===== config.mk =====
export PLATFORM = sky130hd
export DESIGN_NAME = term_seq_counter
export DESIGN_NICKNAME = d
export VERILOG_FILES = /design/src/rtl/term_seq_pkg.sv /design/src/rtl/term_seq_chan.sv /design/src/rtl/term_seq_counter.sv
export SDC_FILE = /design/constraint.sdc
export NUM_CORES = 1
export LEC_CHECK = 0
export BUFFER_PORTS_ARGS = -buffer_cell sky130_fd_sc_hd__buf_2
export CAP_MARGIN = 25
export CELL_PAD_IN_SITES_DETAIL_PLACEMENT = 0
export CELL_PAD_IN_SITES_GLOBAL_PLACEMENT = 1
export CORE_UTILIZATION = 43
export DETAILED_ROUTE_END_ITERATION = 7
export HOLD_SLACK_MARGIN = 0.1
export PLACE_DENSITY_LB_ADDON = 0.1
export REMOVE_ABC_BUFFERS = 1
export SYNTH_ARGS = -nofsm -noshare
export SYNTH_HDL_FRONTEND = slang
export SYNTH_SLANG_ARGS = --single-unit
export TNS_END_PERCENT = 30

===== constraint.sdc =====
create_clock -name clk_pad -period 3.9 [get_ports clk_pad]
set_input_delay 0.39 -clock clk_pad [delete_from_list [all_inputs] [get_ports clk_pad]]
set_output_delay 0.39 -clock clk_pad [all_outputs]
set_load 0.01 [all_outputs]

===== src/rtl/term_seq_pkg.sv =====
// Shared types and constants for the sequential event counter.
// Holds the controller states, the mode encodings and the channel-index width helper.
package term_seq_pkg;

  typedef enum logic [1:0] {
    IDLE   = 2'd0,
    ACTIVE = 2'd1,
    DRAIN  = 2'd2
  } state_t;

  localparam int MODE_WRAP = 0;
  localparam int MODE_SAT  = 1;

  // Channel index width; a single channel still needs a one-bit index port.
  function automatic int ch_width(input int n);
    return (n > 1) ? $clog2(n) : 1;
  endfunction

endpackage


===== src/rtl/term_seq_chan.sv =====
// One event counter with a sticky wrap/saturate flag.
// cnt_next is the value the counter takes on the next edge, unless a clear overrides it.
module term_seq_chan #(
  parameter int WIDTH = 5
) (
  input  logic             clk,
  input  logic             rst,
  input  logic             inc,
  input  logic             clr,
  input  logic             sat_mode,
  output logic [WIDTH-1:0] cnt_next,
  output logic             wrap,
  output logic             flag
);

  logic [WIDTH-1:0] cnt_reg;
  logic             flag_reg;
  logic             at_max;

  always_comb begin
    at_max   = &cnt_reg;
    wrap     = inc & at_max;
    cnt_next = cnt_reg;
    if (inc) begin
      if (at_max) begin
        cnt_next = sat_mode ? cnt_reg : '0;
      end else begin
        cnt_next = cnt_reg + 1'b1;
      end
    end
  end

  // Clear wins over a same-cycle increment.
  always_ff @(posedge clk or posedge rst) begin
    if (rst) begin
      cnt_reg  <= '0;
      flag_reg <= 1'b0;
    end else if (clr) begin
      cnt_reg  <= '0;
      flag_reg <= 1'b0;
    end else begin
      cnt_reg <= cnt_next;
      if (wrap) begin
        flag_reg <= 1'b1;
      end
    end
  end

  assign flag = flag_reg;

endmodule


===== src/rtl/term_seq_counter.sv =====
// Multi-channel qualified event counter behind valid/ready streams.
// Every accepted event yields one registered result beat on the following cycle.
module term_seq_counter
  import term_seq_pkg::*;
#(
  parameter int  WIDTH    = 5,
  parameter int  CHANNELS = 4,
  parameter int  LANES    = 5,
  parameter int  SAT_MODE = MODE_WRAP,
  localparam int CW       = ch_width(CHANNELS)
) (
  input  logic                clk_pad,
  input  logic                rst_pad,
  input  logic                en_pad,
  input  logic                clr_pad,
  input  logic                in_valid_pad,
  output logic                in_ready_pad,
  input  logic [CW-1:0]       in_ch_pad,
  input  logic [LANES-1:0]    lane_a_pad,
  input  logic [LANES-1:0]    lane_b_pad,
  output logic                out_valid_pad,
  input  logic                out_ready_pad,
  output logic [CW-1:0]       out_ch_pad,
  output logic [WIDTH-1:0]    out_cnt_pad,
  output logic                out_hit_pad,
  output logic                out_wrap_pad,
  output logic                out_par_pad,
  output logic [CHANNELS-1:0] wrap_flags_pad,
  output logic                busy_pad
);

  typedef struct packed {
    logic [CW-1:0]    ch;
    logic [WIDTH-1:0] cnt;
    logic             hit;
    logic             wrap;
    logic             par;
  } beat_t;

  localparam logic SAT_BIT = (SAT_MODE == MODE_SAT);

  state_t state_reg, state_next;
  beat_t  beat_reg, beat_next;
  logic   out_valid_reg;

  logic qual, in_range, accept, in_ready;
  logic [CHANNELS-1:0] inc_vec, wrap_vec, flag_vec;
  logic [WIDTH-1:0]    cnt_nxt [CHANNELS];
  logic [WIDTH-1:0]    sel_cnt;
  logic                sel_wrap;

  assign qual     = &(lane_a_pad | lane_b_pad);
  assign in_range = (int'(in_ch_pad) < CHANNELS);
  // A new beat may enter whenever the output register is empty or being emptied this cycle.
  assign in_ready = (state_reg == ACTIVE) & en_pad & ~clr_pad & (~out_valid_reg | out_ready_pad);
  assign accept   = in_valid_pad & in_ready;

  genvar gi;
  generate
    for (gi = 0; gi < CHANNELS; gi++) begin : g_chan
      assign inc_vec[gi] = accept & qual & (int'(in_ch_pad) == gi);

      term_seq_chan #(
        .WIDTH (WIDTH)
      ) u_chan (
        .clk      (clk_pad),
        .rst      (rst_pad),
        .inc      (inc_vec[gi]),
        .clr      (clr_pad),
        .sat_mode (SAT_BIT),
        .cnt_next (cnt_nxt[gi]),
        .wrap     (wrap_vec[gi]),
        .flag     (flag_vec[gi])
      );
    end
  endgenerate

  // Out-of-range channels select nothing, so their beat reports a zero count.
  always_comb begin
    sel_cnt  = '0;
    sel_wrap = 1'b0;
    for (int i = 0; i < CHANNELS; i++) begin
      if (int'(in_ch_pad) == i) begin
        sel_cnt  = cnt_nxt[i];
        sel_wrap = wrap_vec[i];
      end
    end
  end

  always_comb begin
    beat_next      = '0;
    beat_next.ch   = in_ch_pad;
    beat_next.cnt  = sel_cnt;
    beat_next.hit  = qual & in_range;
    beat_next.wrap = sel_wrap;
    beat_next.par  = ^sel_cnt;
  end

  always_comb begin
    state_next = state_reg;
    unique case (state_reg)
      IDLE: begin
        if (en_pad) begin
          state_next = ACTIVE;
        end
      end
      ACTIVE: begin
        if (!en_pad) begin
          state_next = out_valid_reg ? DRAIN : IDLE;
        end
      end
      DRAIN: begin
        if (en_pad) begin
          state_next = ACTIVE;
        end else if (!out_valid_reg || out_ready_pad) begin
          state_next = IDLE;
        end
      end
      default: state_next = IDLE;
    endcase
  end

  always_ff @(posedge clk_pad or posedge rst_pad) begin
    if (rst_pad) begin
      state_reg <= IDLE;
    end else begin
      state_reg <= state_next;
    end
  end

  always_ff @(posedge clk_pad or posedge rst_pad) begin
    if (rst_pad) begin
      out_valid_reg <= 1'b0;
      beat_reg      <= '0;
    end else if (accept) begin
      out_valid_reg <= 1'b1;
      beat_reg      <= beat_next;
    end else if (out_ready_pad) begin
      out_valid_reg <= 1'b0;
    end
  end

  assign in_ready_pad   = in_ready;
  assign out_valid_pad  = out_valid_reg;
  assign out_ch_pad     = beat_reg.ch;
  assign out_cnt_pad    = beat_reg.cnt;
  assign out_hit_pad    = beat_reg.hit;
  assign out_wrap_pad   = beat_reg.wrap;
  assign out_par_pad    = beat_reg.par;
  assign wrap_flags_pad = flag_vec;
  assign busy_pad       = (state_reg != IDLE);

endmodule


# After elaboration in Yosys (flattened, before gate mapping)

Index checks and enable logic that the tools add are counted.

Register bits: 37
Bits in latches: 0
Bits in writable memories: 0
Memory bits (read-only): 0
Output and inout port bits: 17
Logic and storage cells: 97
Memories kept: 0

$add $sub $neg: 4
Multipliers: 0
Divide/modulo/power cells: 0
$lt $le $gt $ge: 0
Equality and inequality tests: 8
Shifts and indexed selects: 0
Mux-type cells: 36
Bitwise logic cells: 17
Reductions and logical operators: 17

Operators with widths:

| cell                                                                   | number |
|---|---|
| 5-bit two-way mux                                                      | 16 |
| 5-bit AND reduction                                                    | 5 |
| 5-bit by 1-bit adder with 5-bit output (second input constant)         | 4 |
| 1-bit two-way mux                                                      | 14 |
| 1-bit AND                                                              | 13 |
| 2-bit nonzero test                                                     | 6 |
| 2-bit two-way mux                                                      | 5 |
| 2-bit equality test (second input constant)                            | 3 |
| 2-bit case mux with 3 select lines                                     | 1 |
| 5-bit OR                                                               | 1 |
| 5-bit parity                                                           | 1 |
| 2-bit by 1-bit equality test with 1-bit output (second input constant) | 2 |
| 2-bit zero test                                                        | 2 |
| 2-bit inequality test (second input constant)                          | 2 |
| 3-bit inequality test (second input constant)                          | 1 |
| 3-bit AND reduction                                                    | 1 |
| 1-bit inverter                                                         | 2 |
| 1-bit zero test                                                        | 1 |
| 1-bit logical OR                                                       | 1 |
| 1-bit OR                                                               | 1 |

# Longest topological paths before layout

Depth in word-level cells: 13
Depth in mapped cells: 12
Mapped depth without buffers: 11

# Cells and area by module

Synthesis repeated with hierarchy kept, for this count alone.

Cell total of the unflattened synthesis: 198
Area, all modules: 2193.4 µm²

Modules (own cells, without submodules):

| module           | instances | cells an instance | area each (µm²) | sequential area each (µm²) |
|---|---|---|---|---|
| term_seq_chan    | 4         | 34                | 350.3           | 150.1 |
| term_seq_counter | 1         | 62                | 792.0           | 325.3 |

# Least setup slack after synthesis

OpenSTA, ideal clock, no wires.

Kind: input to register
Start point: input port clr_pad
End point: register beat_reg, in the netlist out_par_pad
Arrival time: 2.715 ns
Required time: 3.775 ns
Slack: 1.061 ns
Stages: 10
Cells stage by stage: buf_2 -> and4bb_1 -> nand3_4 -> or2_1 -> clkbuf_1 -> or4b_2 -> nand3_1 -> nand3_1 -> xnor3_1 -> mux2_2

Longest elaborated chain between the ends: 12
Elaborated cells on any way between the ends: 18
Those cells by class: mux: 8; bitwise: 9; reduce/logical: 1

RTL lines:

| item                            | RTL line                | RTL |
|---|---|---|
| start, declared                 | term_seq_counter.sv:15  | `input logic clr_pad,` |
| 1-bit inverter (*)              | term_seq_counter.sv:55  | `assign in_ready = (state_reg == ACTIVE) & en_pad & ~clr_pad & (~out_valid_reg \| out_ready_pad);` |
| 1-bit AND (*) (2 in series)     | term_seq_counter.sv:55  |  |
| 1-bit AND (*)                   | term_seq_counter.sv:56  | `assign accept = in_valid_pad & in_ready;` |
| 1-bit AND (2 in series)         | term_seq_counter.sv:61  | `assign inc_vec[gi] = accept & qual & (int'(in_ch_pad) == gi);` |
| 5-bit two-way mux               | term_seq_chan.sv:24     | `if (inc) begin` |
| 5-bit two-way mux (4 in series) | term_seq_counter.sv:83  | `if (int'(in_ch_pad) == i) begin` |
| 5-bit parity                    | term_seq_counter.sv:96  | `beat_next.par = ^sel_cnt;` |
| end signal, assigned            | term_seq_counter.sv:137 | `beat_reg <= beat_next;` |
| end, declared                   | term_seq_counter.sv:43  | `beat_t beat_reg, beat_next;` |

Every way passes the cells marked *; elsewhere a longest branch is shown, timed or not.
A chain may end at the register's enable or synchronous reset.

# Final worst setup path

Start point: register state_reg[1]
End point: register beat_reg, in the netlist out_par_pad

Longest elaborated chain between the ends: 13
Elaborated cells on any way between the ends: 19
Those cells by class: eq/ne: 1; mux: 8; bitwise: 9; reduce/logical: 1

RTL lines:

| item                                               | RTL line                | RTL |
|---|---|---|
| start, declared                                    | term_seq_counter.sv:42  | `state_t state_reg, state_next;` |
| start signal, assigned                             | term_seq_counter.sv:127 | `state_reg <= state_next;` |
| 2-bit by 1-bit equality test with 1-bit output (*) | term_seq_counter.sv:55  |  |
| 1-bit AND (*) (3 in series)                        | term_seq_counter.sv:55  |  |
| 1-bit AND (*)                                      | term_seq_counter.sv:56  |  |
| 1-bit AND (2 in series)                            | term_seq_counter.sv:61  |  |
| 5-bit two-way mux                                  | term_seq_chan.sv:24     |  |
| 5-bit two-way mux (4 in series)                    | term_seq_counter.sv:83  |  |
| 5-bit parity                                       | term_seq_counter.sv:96  |  |

Marks and branches as above.

==> impl_metrics.ini <==
[status]
status = finished clean

[sta]
hold_viol_final = 0
setup_tns_ns = 0
timing.final.crit_share = 0.815
finalSetupViolCount = 0
final-max-slew-violation-count = 0
rsz0062_at_grt = false
clock-skew-final_ns = 0.00566
worst_pin_slew_ns = 0.709
relSlewSlack = 0.528
period_minus_slack_ns = 3.18
max_freq_mhz = 315

[drt]
wl_per_cell_um = 15.0
drcViolationCount = 0
first_pass_iters = 4
ant_nets = 0
vias = 1966
viasPerCell = 5.63
drt_iter0_drc = 123
wirelength_mm = 5.24

[floorplanning]
die_h_um = 74.4
rows = 25
die_w_um = 74.4
core_area_mm2 = 0.00488
io_pins = 35
start_util = 0.461
dieArea_mm2 = 0.00553

[clock_network]
cts-root-buf = clkbuf_8
post_cts_buffers = 0
cts.sinks = 37
cts_tree = built
cts_buffers = 5
cts.repair.resized = 0
h-tree-depth = 2
cts_buffer_depth = 2
clock_latency_ns = 0.29
cts_hold_buf = 0
cts.clk_slew.worst_paths_ns = 0.08

[pwr]
intPower_mw = 0.597
p_sw_mw = 0.220
leakage_nw = 1.12
swShare = 0.269
peakVddDrop_mv = 0.185
clkPwrFrac = 0.355
power_density_mw_per_mm2 = 323
total_power_mw = 0.817
power.share.sequential = 0.510
pwr-share-comb = 0.135

[grt]
grt_pass1_vias = 1755
grt_max_degree = 38
antenna_found_initial = 0
grt_pass1_wl_mm = 8.51
grt_overflow_total = 0
grt_util_all_layers = 0.206

[worst_setup_path]
rrSetupSlack_ns = 0.72
critPathKind = flop to flop
worst_ep_required_time_ns = 4.09
path_delay_family = simple AND/OR/NAND/NOR gates
critPathLaunchType = flop
crit_chain = and4bb_1 > nand3_4 > or2_1 > or4b_2 > nand3_1 > nand3_1 > xnor3_1 > mux2_2
arrival_ns = 3.36
crit_top_cell = nand3_1
crit_end = out_par_pad$_DFFE_PP0P_
crit_path_top_delay_cell = or4b_2
reg2reg_from = state_reg[1]$_DFFE_PP0P_
cp_max_fo = 25
startpoint = state_reg[1]$_DFFE_PP0P_
r2r-end = out_par_pad$_DFFE_PP0P_
path_depth = 8
slowest_delay_ns = 0.70
endpoint_kind = flop
rr_worst_depth = 8
crit_buf_inv = 0

[finish]
drive_above_1_share = 0.202
antennaDiodeCount = 0
instances_no_fill = 349
largest_register_ffs = 20
final_core_util = 0.518
nets = 307
area_growth_pct = 12.2

[placement]
portBuffers = 34
dp_hpwl_mm = 3.82
dp.cells = 341
routabilityCongestion = 0.813

[logic_synthesis]
synth.avg_cell_area_um2 = 8.76
synth_edf_count = 0
yosysTopAreaCellShare = 0.411
synth_seq_cells = 37
ys_warn_count = 0
ys_top_cells_by_count = 37 x dfrtp_1, 37 x nand2_1, 28 x a21oi_1, 18 x nor2_1, 18 x o21ai_0
netlist_top_cells_area = dfrtp_1 41%, a21oi_1 6.2%, nand2_1 6.2%
synthDistinctLibCells = 48
yosysSeqAreaShare = 0.411
syn-cell-area_mm2 = 0.00225
synth-main-ff-cell = dfrtp_1
syn_inst = 257
postSynth.asyncResetShare = 1.00
yosysTopAreaCell = dfrtp_1

[worst_hold_path]
hold_class = input pin to async pin

[run]
cap_violations = 0
cells in the final DEF, fill, tap and decap left out, types with 2 or more instances in the layout:
cell	synthesis	routed
nor2b_1	2	2
and3_1	4	4
o21ai_0	18	18
nor4_1	3	3
inv_1	2	2
a21boi_0	3	3
mux2_2	4	4
a21oi_1	28	28
nand2_1	37	37
nand2b_1	2	2
nor2_1	18	18
a31oi_1	6	6
a32oi_1	2	2
ha_1	8	8
dfrtp_1	37	37
or4b_2	2	2
nand3_1	11	11
or4_1	2	2
nor3b_1	4	4
buf_4	5	3
o22ai_1	2	2
clkbuf_8	0	6
nor3_1	8	8
mux2i_1	5	5
a22o_1	2	2
buf_2	3	34
or3_1	5	5
and2_1	3	3
final cells by class:
cell class,count,area (um^2)
Fill cell,492,2350
Multi-Input combinational cell,198,1220
Sequential cell,37,926
Timing Repair Buffer,37,193
Tap cell,67,83.8
Clock buffer,6,82.6
Clock inverter,2,13.8
Inverter,2,7.51
worst min-delay path by stage:
stage | from | end | slack (ns) | depth (start not counted)
after CTS | rst_pad | out_cnt_pad[4]$_DFFE_PP0P_ | 0.21 | 3
final | rst_pad | state_reg[0]$_DFFE_PP0P_ | 0.19 | 3
after global placement | out_cnt_pad[4]$_DFFE_PP0P_ | out_cnt_pad[4]$_DFFE_PP0P_ | 0.47 | 2
after global routing | rst_pad | state_reg[0]$_DFFE_PP0P_ | 0.25 | 3
after detailed placement | out_cnt_pad[4]$_DFFE_PP0P_ | out_cnt_pad[4]$_DFFE_PP0P_ | 0.47 | 2
after floorplan | clr_pad | g_chan[0].u_chan.cnt_reg[1]$_DFF_PP0_ | 0.45 | 1
through the flow:
step	worst slack (ns)	instance area [um^2]	hold slack, ns
6_report	0.721	2530	0.188
5_1_grt	0.473	2530	0.248
4_1_cts	0.728	2530	0.213
3_5_place_dp	0.619	2430	0.470
3_3_place_gp	0.665	2430	0.468
2_1_floorplan	1.02	2150	0.453
logic make-up (layout without fill, tap and decap cells):
kind of cell             count (synthesis)  in the layout  synth area share
AND/OR/NAND/NOR                        107            107             0.243
AO/OA/AOI/OAI                           70             70             0.185
flip-flops                              37             37             0.411
buffers and inverters                   22             47            0.0467
multiplexers                            10             10            0.0523
adder cells (fa/ha/maj)                  8              8            0.0445
XOR/XNOR                                 3              3            0.0178
power by group through the flow:
stage	combinational, mW	sequential (mW)	clock, mW
after floorplan	0.0505	0.432	0
after global placement	0.111	0.424	0
after global routing	0.124	0.418	0.312
after CTS	0.113	0.417	0.295
after detailed placement	0.112	0.425	0
final	0.110	0.416	0.290
worst min-delay path, cell delays in order:
cell   delay (ns)
buf_2        0.09
inv_1        0.04
buf_4        0.40
metal layers:
layer	part of all wire	global-route usage	vias up
met4	0.017	0.0860	0
met5	0	0	-
met2	0.46	0.310	42
met1	0.49	0.296	940
li1	-	-	975
met3	0.033	0.0325	9
No activity file was read; power rests on OpenSTA's default activity.
